## src/rtl/k_and_s_control_unit.sv

```systemverilog
// K&S processor control unit: multi-cycle fetch/decode/execute sequencer with
// RAM handshake, memory timeout (bus error), halt and retired-instruction counter.

package k_and_s_pkg;
    typedef enum logic [4:0] {
        I_NOP    = 5'd0,
        I_LOAD   = 5'd1,
        I_STORE  = 5'd2,
        I_MOVE   = 5'd3,
        I_ADD    = 5'd4,
        I_SUB    = 5'd5,
        I_AND    = 5'd6,
        I_OR     = 5'd7,
        I_BRANCH = 5'd8,
        I_BZERO  = 5'd9,
        I_BNZERO = 5'd10,
        I_BNEG   = 5'd11,
        I_BNNEG  = 5'd12,
        I_BOV    = 5'd13,
        I_BNOV   = 5'd14,
        I_HALT   = 5'd31
    } decoded_instruction_type;
endpackage

module k_and_s_control_unit #(
    parameter int MEM_TIMEOUT = 16,
    parameter int CNT_W       = 32
) (
    input  logic             clk,
    input  logic             rst,
    input  logic [4:0]       decoded_instruction,
    input  logic             zero_op,
    input  logic             neg_op,
    input  logic             overflow_op,
    input  logic             mem_ready,
    output logic             mem_req,
    output logic             ram_write_enable,
    output logic             addr_sel,
    output logic             ir_enable,
    output logic             pc_enable,
    output logic             branch,
    output logic             write_reg_enable,
    output logic [1:0]       c_sel,
    output logic [1:0]       operation,
    output logic             flags_reg_enable,
    output logic             illegal_instr,
    output logic             halt,
    output logic             bus_error,
    output logic [CNT_W-1:0] instr_count
);
    import k_and_s_pkg::*;

    localparam int TW = (MEM_TIMEOUT > 2) ? $clog2(MEM_TIMEOUT) : 1;
    localparam logic [TW-1:0] TMO_LAST = TW'(MEM_TIMEOUT - 1);

    typedef enum logic [2:0] {
        S_FETCH,
        S_DECODE,
        S_MEM,
        S_EXEC,
        S_HALTED
    } state_t;

    state_t      state;
    state_t      next_state;
    logic [4:0]  op_q;
    logic [TW-1:0] tmo_cnt;
    logic        bus_error_q;
    logic        retire;
    logic        waiting;
    logic        timeout_hit;
    logic        taken;

    assign waiting     = ((state == S_FETCH) || (state == S_MEM)) && !mem_ready;
    assign timeout_hit = (MEM_TIMEOUT > 0) && waiting && (tmo_cnt == TMO_LAST);

    always_comb begin
        taken = 1'b0;
        case (op_q)
            I_BRANCH: taken = 1'b1;
            I_BZERO:  taken = zero_op;
            I_BNZERO: taken = !zero_op;
            I_BNEG:   taken = neg_op;
            I_BNNEG:  taken = !neg_op;
            I_BOV:    taken = overflow_op;
            I_BNOV:   taken = !overflow_op;
            default:  taken = 1'b0;
        endcase
    end

    // Next-state and retire decision; DECODE steers on the live opcode, later states on op_q.
    always_comb begin
        next_state = state;
        retire     = 1'b0;
        case (state)
            S_FETCH: begin
                if (mem_ready)        next_state = S_DECODE;
                else if (timeout_hit) next_state = S_HALTED;
            end
            S_DECODE: begin
                case (decoded_instruction)
                    I_NOP: begin
                        next_state = S_FETCH;
                        retire     = 1'b1;
                    end
                    I_HALT: begin
                        next_state = S_HALTED;
                        retire     = 1'b1;
                    end
                    I_LOAD, I_STORE: next_state = S_MEM;
                    I_MOVE, I_ADD, I_SUB, I_AND, I_OR,
                    I_BRANCH, I_BZERO, I_BNZERO, I_BNEG,
                    I_BNNEG, I_BOV, I_BNOV: next_state = S_EXEC;
                    default: next_state = S_FETCH;
                endcase
            end
            S_MEM: begin
                if (mem_ready) begin
                    next_state = S_FETCH;
                    retire     = 1'b1;
                end else if (timeout_hit) begin
                    next_state = S_HALTED;
                end
            end
            S_EXEC: begin
                next_state = S_FETCH;
                retire     = 1'b1;
            end
            default: next_state = S_HALTED;
        endcase
    end

    always_ff @(posedge clk) begin
        if (rst) begin
            state       <= S_FETCH;
            op_q        <= I_NOP;
            tmo_cnt     <= '0;
            bus_error_q <= 1'b0;
            instr_count <= '0;
        end else begin
            state <= next_state;
            if (state == S_DECODE) op_q <= decoded_instruction;
            tmo_cnt <= waiting ? tmo_cnt + TW'(1) : '0;
            if (timeout_hit) bus_error_q <= 1'b1;
            if (retire) instr_count <= instr_count + CNT_W'(1);
        end
    end

    // Outputs are held low while rst is asserted so the reset cycle is fully quiet.
    always_comb begin
        mem_req          = 1'b0;
        ram_write_enable = 1'b0;
        addr_sel         = 1'b0;
        ir_enable        = 1'b0;
        pc_enable        = 1'b0;
        branch           = 1'b0;
        write_reg_enable = 1'b0;
        c_sel            = 2'd0;
        operation        = 2'b00;
        flags_reg_enable = 1'b0;
        illegal_instr    = 1'b0;
        halt             = 1'b0;
        bus_error        = 1'b0;
        if (!rst) begin
            bus_error = bus_error_q;
            case (state)
                S_FETCH: begin
                    mem_req = 1'b1;
                    if (mem_ready) begin
                        ir_enable = 1'b1;
                        pc_enable = 1'b1;
                    end
                end
                S_DECODE: begin
                    if (next_state == S_FETCH && decoded_instruction != I_NOP)
                        illegal_instr = 1'b1;
                end
                S_MEM: begin
                    mem_req          = 1'b1;
                    addr_sel         = 1'b1;
                    ram_write_enable = (op_q == I_STORE);
                    if (mem_ready && op_q == I_LOAD) begin
                        write_reg_enable = 1'b1;
                        c_sel            = 2'd1;
                    end
                end
                S_EXEC: begin
                    case (op_q)
                        I_ADD, I_SUB, I_AND, I_OR: begin
                            write_reg_enable = 1'b1;
                            flags_reg_enable = 1'b1;
                            operation        = op_q[1:0];
                        end
                        I_MOVE: begin
                            write_reg_enable = 1'b1;
                            c_sel            = 2'd2;
                        end
                        default: begin
                            pc_enable = taken;
                            branch    = taken;
                        end
                    endcase
                end
                default: halt = 1'b1;
            endcase
        end
    end

endmodule

```

## config.mk

```make
export PLATFORM = sky130hd
export DESIGN_NAME = k_and_s_control_unit
export DESIGN_NICKNAME = d
export VERILOG_FILES = /design/src/rtl/k_and_s_control_unit.sv
export SDC_FILE = /design/constraint.sdc
export NUM_CORES = 1
export LEC_CHECK = 0
export BUFFER_PORTS_ARGS = -buffer_cell sky130_fd_sc_hd__buf_2
export CAP_MARGIN = 5
export CORE_UTILIZATION = 57
export CTS_CLUSTER_DIAMETER = 200
export CTS_CLUSTER_SIZE = 16
export DETAILED_ROUTE_END_ITERATION = 10
export PLACE_DENSITY = 0.85
export REMOVE_ABC_BUFFERS = 1
export SLEW_MARGIN = 20
export SYNTH_ARGS = -nofsm -noshare
export SYNTH_HDL_FRONTEND = slang
export SYNTH_SLANG_ARGS = --single-unit
```

## constraint.sdc

```tcl
create_clock -name clk -period 3.23 [get_ports clk]
set_input_delay 0 -clock clk [delete_from_list [all_inputs] [get_ports clk]]
set_output_delay 0 -clock clk [all_outputs]
set_load 0.05 [all_outputs]
```

After elaboration in Yosys (flattened, before gate mapping)
Index checks and enable logic that the tools add are counted.

storage, ports and cells
  register bits after elaboration = 45
  output and inout port bits = 47
  logic and storage cells = 104

cells by class
  $add $sub $neg = 2
  eq/ne operators = 33
  mux-type cells = 42
  bitwise operators = 1
  reductions and logical operators = 21

operators with widths
  operator                                              number
  equality test 5 x 4 -> 1 bit (second input constant)  14
  equality test 5 x 3 -> 1 bit (second input constant)  8
  adder 32 x 1 -> 32 bit (second input constant)        1
  2-to-1 mux 1 bit                                      27
  equality test 5 x 2 -> 1 bit (second input constant)  4
  case mux 3 bit (4 select lines)                       1
  OR reduction 12 bit                                   1
  equality test 5 x 1 -> 1 bit (second input constant)  2
  2-to-1 mux 2 bit                                      5
  2-to-1 mux 3 bit                                      3
  case mux 3 bit (3 select lines)                       1
  OR reduction 2 bit                                    4
  OR reduction 4 bit                                    2
  case mux 1 bit (7 select lines)                       1
  equality test 3 x 2 -> 1 bit (second input constant)  2
  zero test 3 bit                                       2
  equality test 5 bit (second input constant)           1
  zero test 5 bit                                       1
  nonzero test 5 bit                                    1
  OR reduction 5 bit                                    1
  adder 4 x 1 -> 4 bit (second input constant)          1
  equality test 4 bit (second input constant)           1
  logical AND 1 bit                                     4
  zero test 1 bit                                       4
  6 further kinds                                       7

Depth between registers and ports, before layout
Gate-level depths: netlist of the first run.

  word-level depth = 12
  mapped depth = 8

Worst setup path before layout of the first run
OpenSTA, ideal clock, no wires.

  kind = register -> output
  start point = reg state[2]
  end point = out ram_write_enable
  arrival time = 2246 ps
  required time = 3230 ps
  setup slack = 984 ps
  stages on the path, launching flop included = 4
  path through = dfxtp_1 > nand2b_1 > nor3_1 > and4_1

between the ends
  longest elaborated chain between the ends = 3

ends and longest elaborated chain
  element                       line  source
  start: declaration            64    state_t state;
  start signal: assignment      141   state <= next_state;
  equality test 3 x 2 -> 1 bit  166   case (state)
  2-to-1 mux 1 bit              166
  2-to-1 mux 1 bit              164   if (!rst) begin
  end: declaration              37    output logic ram_write_enable,

Every way passes these cells.

Worst setup path after layout of the first run
  start point = in decoded_instruction[0]
  end point = reg instr_count[28]

between the ends
  longest elaborated chain between the ends = 4
  elaborated cells on any way between the ends = 5
  those cells by class = eq/ne: 1; mux: 2; reduce/logical: 2

ends and longest elaborated chain
  element                                                 line  source
  start: declaration                                      31    input logic [4:0] decoded_instruction,
  equality test 5 bit or zero test 5 bit (tied branches)  101   case (decoded_instruction)
  OR reduction 2 bit (no source line) (*)                 --
  2-to-1 mux 1 bit (*)                                    101
  case mux 1 bit (3 select lines) (*)                     95    case (state)
  end signal: assignment                                  145   if (retire) instr_count <= instr_count + CNT_W'(1);
  end: declaration                                        49    output logic [CNT_W-1:0] instr_count

Every way passes the cells marked *; elsewhere a longest branch is shown, timed or not.
A chain may end at the register's enable or synchronous reset.

==> flow_summary.toml, run 1 <==
[status]
status = "finished with violations"
violations = "negative hold slack"

[placed_design]
numPortBuffers = 57
place_area_mm2 = 0.00258
hpwl_um = 3440
place_congestion = 0.857

[synth]
synth_common_cells = "dfxtp_1, nor2_1, a21oi_1, nand2_1, o21ai_0"
avgSynthCellArea_um2 = 8.30
synth_compound_area_frac = 0.189
synth_edf_count = 0
synth_area_mm2 = 0.00229
yosysMostFrequentCell = "dfxtp_1"
muxShareOfSynthArea = 0.0219
ys_ff_latch = 45
synth-adder-area-share = 0.0109
ys_warn_count = 0
synth-simple-area-share = 0.302
synth_top_area_frac = 0.393
synthXorXnorAreaFrac = 0.0421
syn_inst = 276
synth_cell_types = 44
ys_seq_area_frac = 0.393
synth_top_area_cell = "dfxtp_1"
synth_top_family_by_area = "simple AND/OR/NAND/NOR gates"
synth_area_leaders = "dfxtp_1, a21oi_1, nor2_1"
async_flop_share = 0
synth_flop_cell = "dfxtp_1"

[timing]
finalSetupViolations = 0
drv_slew = 0
max_freq_ghz = 0.419
min_period_ns = 2.39
period_share = 0.740
clock_skew_ns = 0.00927
tightest_slew_ns = 0.824
rsz0062_at_grt = "false"
relSlewSlack = 0.451
hold_viol = 1
holdWs_ns = -0.000797
tns_ns = 0

[finish]
nFillCells = 305
drive_gt1_frac = 0.221
fin_area_mm2 = 0.00272
fin_nets = 343
diodes = 0
fin_util = 0.725
syn_to_final_growth_pct = 18.6

[clocking]
tritoncts = "yes"
cts-root-buf = "clkbuf_8"
ctsResizeCount = 0
numClockSinks = 45
cts_setup_buffers = 0
cts_buffers = 5
clk_path_buf_depth = 2
path_clk_slew_ns = 0.09
worstSkewPairLatency_ns = 0.30
h-tree-depth = 2

[worst_setup_path]
crit_type = "input pin to register"
rr_startpoint = "state[0]"
reg2reg_depth = 4
cpPeakStageDelay_ns = 0.58
reg2reg_slack_ns = 1.04
cp_num_buf_inv = 2
critical_path.startpoint = "decoded_instruction[0]"
startpoint_type = "input pin"
required_ns = 3.46
path_max_fanout = 20
cp.depth = 7
cp_top_family = "simple AND/OR/NAND/NOR gates"
endpoint_kind = "register"
rr_endpoint = "instr_count[28]"
worst_path_max_delay_cell = "or4_1"
crit_arrival_ns = 2.62
path_cells = "dlygate4sd3_1 -> buf_2 -> nor4_2 -> and4bb_1 -> o21ai_2 -> or4_1 -> a21oi_1"

[power]
peakVddDrop_mv = 0.235
total_leakage_power_nw = 1.09
power.density_mw_per_mm2 = 396

[drt]
routed-via-count = 2229
drtIter0Drc = 139
wl_um = 4800
drc = 0
drt_pre_antenna_iters = 4
ant_nets = 0
vias_per_cell = 5.90
wl_per_cell_um = 12.7

[global_route]
overflow = 0
track_usage = 0.232
grt_pass1_vias = 1841
use_met2 = 0.393
grt_use_met1 = 0.292
grt_use_met3 = 0.0469
antenna_found_initial = 0
top_usage_layer = "met2"
grt_max_degree = 49
grt_pass1_wl_um = 7890

[hold_path]
hold_path_end = "op_q[1]"
hp-start = "decoded_instruction[1]"
hold_depth = 3
holdCritPathClass = "input pin to register"

[run]
maxCapViolations = 0

[floorplanning]
rows = 22
core_area_mm2 = 0.00374
fp.dieH_um = 65.4
initial_core_util = 0.612
die_area_mm2 = 0.00427
top_level_ports = 58
die_w_um = 65.4
[worst reg2reg max path, stage by stage (launching register included)]
cell	delay (ns)
dfxtp_1	0.52
and4bb_1	0.55
o21ai_2	0.31
or4_1	0.58
a21oi_1	0.16
[where the power goes]
part           switching, mW  leakage (nW)  internal, mW  total, mW
clock                  0.194        0.0546         0.229      0.423
combinational         0.0531         0.669        0.0271     0.0802
sequential            0.0109         0.363         0.561      0.572
total                  0.258          1.09         0.818       1.08
[routing by layer]
metal	part of all wire	wire [um]
met2	0.48	2280
met1	0.45	2150
met4	0.012	59
met3	0.066	315
met5	0	0
[what timing repair did]
item,in CTS,in global routing
setup endpoints to repair,0,0
hold endpoints to repair,2,0
hold buffers,2,0
[cell type report]
cell class              instances  area, um2  share of cell area
clock inverters                 2       38.8              0.0143
flip-flops and latches         45        901               0.332
multi-input cells             209       1300               0.479
inverters                       9       33.8              0.0124
clock buffers                   5       68.8              0.0253
well taps                      48       60.1              0.0221
repair buffers                 60        313               0.115
[worst max-delay path by stage]
stage / slack, ns / to
after floorplan: 0.87 / instr_count[20]
after global placement: 0.95 / instr_count[22]
after detailed placement: 0.86 / instr_count[28]
after CTS: 0.66 / instr_count[28]
after global routing: 0.64 / instr_count[28]
final: 0.84 / instr_count[28]
[metrics by stage]
stage,instances,hold slack (ns),total power [mW],setup slack (ns)
after floorplan,263,0.0691,0.631,0.871
after global placement,369,0.293,0.662,0.954
after detailed placement,369,0.301,0.663,0.860
after CTS,378,0.00218,1.08,0.656
after global routing,378,0.0588,1.11,0.643
final,378,-0.000797,1.08,0.841
[placed cells by master (no fill, tap or decap), types with 3 or more instances in the layout]
cell and n:
and2_1 7, mux2i_1 5, nor2_1 31, o21ai_0 15, nand3_1 7, dfxtp_1 45, and3_1 4, a21oi_1 25
buf_2 57, nor3_1 6, nand3b_1 3, nand2_1 16, clkbuf_8 5, o31ai_1 12, o211ai_1 3, nand2b_1 3
inv_1 9, nand4_1 7, xor2_1 9, or3_1 10, or4_1 12, nor2b_1 5
[logic make-up after synthesis]
group | after synthesis
AO/OA/AOI/OAI | 68
XOR/XNOR | 11
adder cells (fa/ha/maj) | 2
buffers and inverters | 22
flip-flops | 45
multiplexers | 5
AND/OR/NAND/NOR | 123
[registers in the layout (all words and copies together) (netlist names)]
name / cells
instr_count: 32
op_q: 5
bus_error_q: 1
state: 3
tmo_cnt: 4
Note: power is estimated with default switching activity, not from simulation.
==> run 2: changes to the inputs <==
Settings changed: ABC_AREA from default to 1, CORE_UTILIZATION 57 to 54, PLACE_DENSITY 0.85 to 0.79.
Clock period 3.23 ns to 2.4 ns, I/O delays scaled along.
==> flow_summary.toml, run 2 <==
[synth]
async_flop_share = 0
avgSynthCellArea_um2 = 5.99
ys_seq_area_frac = 0.339
synth_top_area_frac = 0.339
syn_inst = 443
synth_cell_types = 25
synth_common_cells = "nand2_1, nor2_1, inv_1, dfxtp_1, nand3_1"
synth_area_leaders = "dfxtp_1, nand2_1, nor2_1"
synth_edf_count = 0
synth_area_mm2 = 0.00266
synth_flop_cell = "dfxtp_1"
synth_top_area_cell = "dfxtp_1"
ys_ff_latch = 45
ys_warn_count = 0
yosysMostFrequentCell = "nand2_1"

[placed_design]
place_area_mm2 = 0.00296
place_congestion = 0.880
hpwl_um = 4650
numPortBuffers = 57
dpl.cell_count = 558

[timing]
clock_skew_ns = 0.0150
rsz0062_at_grt = "false"
tightest_slew_ns = 0.424
period_share = 0.778
drv_slew = 0
tns_ns = 0
hold_viol = 0
min_period_ns = 1.87
max_freq_ghz = 0.536
finalSetupViolations = 0
relSlewSlack = 0.715
holdWs_ns = 0.0236

[finish]
mostFrequentLayoutCells = "nand2_1, nor2_1, buf_2"
largest_reg_flops = 32
fin_area_mm2 = 0.00311
reg_top3 = "instr_count: 32 flops, op_q: 5 flops, tmo_cnt: 4 flops"
final_cells = 567
layout_commonest_cell = "nand2_1"
syn_to_final_growth_pct = 17.1
fin_nets = 512
drive_gt1_frac = 0.146
diodes = 0
largest_register = "instr_count"

[drt]
drt_pre_antenna_iters = 7
wl_um = 6270
drtIter0Drc = 221
vias_per_cell = 5.12
wl_per_cell_um = 11.1
drc = 0
routed-via-count = 2902
ant_nets = 0

[floorplanning]
top_level_ports = 58
initial_core_util = 0.562
core_area_mm2 = 0.00472
die_w_um = 72.1
rows = 25
die_area_mm2 = 0.00520
fp.dieH_um = 72.1

[clocking]
cts_setup_buffers = 0
numClockSinks = 45
h-tree-depth = 2
cts-root-buf = "clkbuf_8"
path_clk_slew_ns = 0.09
tritoncts = "yes"
clk_path_buf_depth = 2
cts_buffers = 5
ctsResizeCount = 0
worstSkewPairLatency_ns = 0.30

[global_route]
track_usage = 0.246
grt_pass1_vias = 2384
grt_pass1_wl_um = 10400
grt_max_degree = 57
antenna_found_initial = 0
overflow = 0

[status]
status = "finished, final reports clean"

[run]
maxCapViolations = 0

[worst_setup_path]
cp_top_family = "simple AND/OR/NAND/NOR gates"
worst_path_max_delay_cell = "dfxtp_1"
cpMostUsedCell = "nand2_1"
cp_num_buf_inv = 2
path_max_fanout = 5
path_cells = "inv_1 -> nor2_1 -> nand2_1 -> nand2_1 -> nand4_1 -> nand4_1 -> nand2_1 -> nor2_1 -> buf_2"
crit_type = "register to output port"
endpoint_kind = "output port"
crit_arrival_ns = 1.87
cpPeakStageDelay_ns = 0.37
startpoint_type = "register"
required_ns = 2.40

[power]
clockPowerShare = 0.431
power_switching_uw = 395
power.density_mw_per_mm2 = 520
p_total_mw = 1.62
total_leakage_power_nw = 1.43
p_comb_frac = 0.091
seqPwrFrac = 0.478
internal_power_mw = 1.22
peakVddDrop_mv = 0.371
p_sw_frac = 0.244

[hold_path]
holdCritPathClass = "input pin to register"
-- run 2: routing by layer --
layer / global-route usage / share of wire / vias up
met4: 0.0479 / 0.0048 / 0
li1: - / - / 1517
met5: 0 / 0 / -
met2: 0.428 / 0.47 / 101
met1: 0.323 / 0.46 / 1279
met3: 0.0417 / 0.064 / 5
-- run 2: through the flow --
step	setup slack, ns	util
after floorplan	0.141	-
after global placement	0.710	0.627
after detailed placement	0.628	0.627
after CTS	0.505	0.658
after global routing	0.337	0.658
final	0.533	0.658
-- run 2: layout make-up --
class	instances	area, um2
Fill cell	444	1620
Multi-Input combinational cell	337	1470
Sequential cell	45	901
Timing Repair Buffer	60	323
Inverter	50	190
Tap cell	67	83.8
Clock buffer	5	68.8
Clock inverter	3	68.8
-- run 2: cells by family (layout without fill, tap and decap cells) --
family                     Yosys count  after routing  share of synthesized area
and+or+nand+nor                    283            283                      0.439
buffers and inverters               61            118                      0.106
AOI/OAI and AO/OA                   48             48                     0.0928
DFF                                 45             45                      0.339
xor gates and xnor gates             4              4                     0.0132
adders and majority gates            2              2                    0.00942
-- run 2: path summary, 6_finish.rpt --
check	endpoint	slack (ns)	cells after the start	from
min reg2reg	tmo_cnt[0]	0.46	1	tmo_cnt[0]
min	op_q[2]	0.02	3	decoded_instruction[2]
max	illegal_instr	0.53	9	state[1]
max reg2reg	instr_count[27]	0.61	10	state[2]
-- run 2: timing repair --
item / 4_1_cts / 5_1_grt
endpoints found under the setup margin: 0 / 0
endpoints found under the hold margin: 1 / 0
hold buffers: 1 / 0
-- run 2: worst min-delay path, delay by kind of cell --
kind	cells	cell delay, ns
buffers and inverters	1	0.09
AO/OA/AOI/OAI	2	0.19
-- run 2: power groups by stage --
| stage | combinational, mW | clock [mW] | sequential [mW] |
|---|---|---|---|
| finish | 0.147 | 0.697 | 0.771 |
| global route | 0.164 | 0.731 | 0.773 |
| CTS | 0.146 | 0.704 | 0.771 |
| detailed placement | 0.145 | 0 | 0.789 |
| global placement | 0.141 | 0 | 0.788 |
| floorplan | 0.0951 | 0 | 0.790 |
==> run 3: changes to the inputs <==
Settings changed: CORE_UTILIZATION 54 to 49, PLACE_DENSITY 0.79 to 0.76.
Clock period 2.4 ns to 1.6 ns, I/O delays scaled along.
==> flow_summary.toml, run 3 (synthesis results as in run 2) <==
[timing]
min_period_ns = 1.65
clock_skew_ns = 0.00745
max_freq_ghz = 0.605
worst_slack_ns = -0.0518
hold_viol = 0
rsz0062_at_grt = "true"
relSlewSlack = 0.738
period_share = 1.03
drv_slew = 0
tightest_slew_ns = 0.393
finalSetupViolations = 12

[drt]
ant_nets = 0
wl_per_cell_um = 11.8
vias_per_cell = 5.13
drc = 0
drtIter0Drc = 176
drt_pre_antenna_iters = 4
routed-via-count = 3029
wl_um = 6990

[status]
status = "finished with violations"
violations = "negative setup slack"

[worst_setup_path]
cpMostUsedCell = "nand4_1"
crit_arrival_ns = 1.65
crit_type = "register to output port"
worst_path_max_delay_cell = "dfxtp_4"
path_cells = "inv_2 -> nor2_4 -> nand2_4 -> nand2_2 -> nand4_1 -> nand4_1 -> nand2_1 -> nor2_1 -> buf_6"
endpoint_kind = "output port"
startpoint_type = "register"
cpPeakStageDelay_ns = 0.37
path_max_fanout = 4
required_ns = 1.60

[power]
power.density_mw_per_mm2 = 646
peakVddDrop_mv = 0.493
total_leakage_power_nw = 1.54

[global_route]
grt_max_degree = 34
antenna_found_initial = 0
grt_pass1_vias = 2458
grt_pass1_wl_um = 10400
overflow = 0
track_usage = 0.236

[finish]
mostFrequentLayoutCells = "nand2_1, nor2_1, buf_2"
layout_commonest_cell = "nand2_1"
syn_to_final_growth_pct = 28.2
fin_area_mm2 = 0.00340
drive_gt1_frac = 0.256
fin_nets = 532
reg_top3 = "instr_count: 32 flops, op_q: 5 flops, tmo_cnt: 4 flops"
nFillCells = 466
diodes = 0
largest_reg_flops = 32
largest_register = "instr_count"

[floorplanning]
die_w_um = 75.6
core_area_mm2 = 0.00517
top_level_ports = 58
rows = 26
fp.dieH_um = 75.6
initial_core_util = 0.513
die_area_mm2 = 0.00572

[placed_design]
numPortBuffers = 57
place_congestion = 0.896
place_area_mm2 = 0.00306
hpwl_um = 4870
dp_slack_ns = 0.000531

[clocking]
cts-root-buf = "clkbuf_8"
clk_path_buf_depth = 2
cts_buffers = 5
path_clk_slew_ns = 0.08
tritoncts = "yes"
worstSkewPairLatency_ns = 0.30
h-tree-depth = 2
numClockSinks = 45

[hold_path]
holdCritPathClass = "input pin to register"

[run]
maxCapViolations = 0
[run 3: cell types whose count changed in the layout (fill, tap and decap cells not counted), sizes merged]
cell,delta
buf,+18
clkbuf,+3
bufinv,-2
clkinvlp,+2
inv,-1
[run 3: area by class of cell]
class	count	area (um2)	area share
clock inverters	1	5.00	0.00147
multi-input cells	337	1580	0.463
clock buffers	7	96.3	0.0283
well taps	70	87.6	0.0257
flip-flops and latches	45	921	0.270
repair inverters	1	7.51	0.00221
inverters	50	194	0.0570
repair buffers	79	517	0.152
[run 3: critical path: cells and delay by family (launching register included)]
kind,cells,cell delay [ns]
flip-flops,1,0.37
buffers and inverters,2,0.21
AND/OR/NAND/NOR,7,0.77
[run 3: what timing repair did]
action	4_1_cts	5_1_grt
gates resized for setup	19	47
endpoints found under the hold margin	1	0
hold buffers	1	0
pin swaps	6	10
buffers inserted	6	3
setup endpoints to repair	8	27
cloned	0	1
[run 3: path summary, 6_finish.rpt]
check / start / endpoint / slack, ns / cells after the start
max: state[1] / illegal_instr / -0.05 / 9
min: decoded_instruction[2] / op_q[2] / 0.02 / 3
max reg2reg: state[1] / instr_count[4] / -0.03 / 10
min reg2reg: bus_error_q / bus_error_q / 0.49 / 2
[run 3: power breakdown]
group | switching [mW] | internal (mW)
logic | 0.167 | 0.0818
registers | 0.0215 | 1.14
clock network | 0.401 | 0.391
total | 0.590 | 1.61
[run 3: metrics by stage]
step / cells / total power, mW / hold WS (ns) / utilization / setup TNS (ns)
global route: 590 / 2.29 / 0.0820 / 0.658 / -3.45
finish: 590 / 2.20 / 0.0217 / 0.658 / -0.210
global placement: 572 / 1.40 / 0.297 / 0.591 / 0
floorplan: 432 / 1.33 / 0.0691 / - / -8.48
detailed placement: 572 / 1.40 / 0.299 / 0.591 / 0
CTS: 587 / 2.20 / 0.0302 / 0.631 / -0.0281
[run 3: per-layer routing]
layer / part of all wire / track usage / up-vias
li1: - / - / 1557
met1: 0.44 / 0.282 / 1363
met2: 0.50 / 0.419 / 96
met3: 0.050 / 0.0516 / 13
met4: 0.017 / 0.0782 / 0
met5: 0 / 0 / -
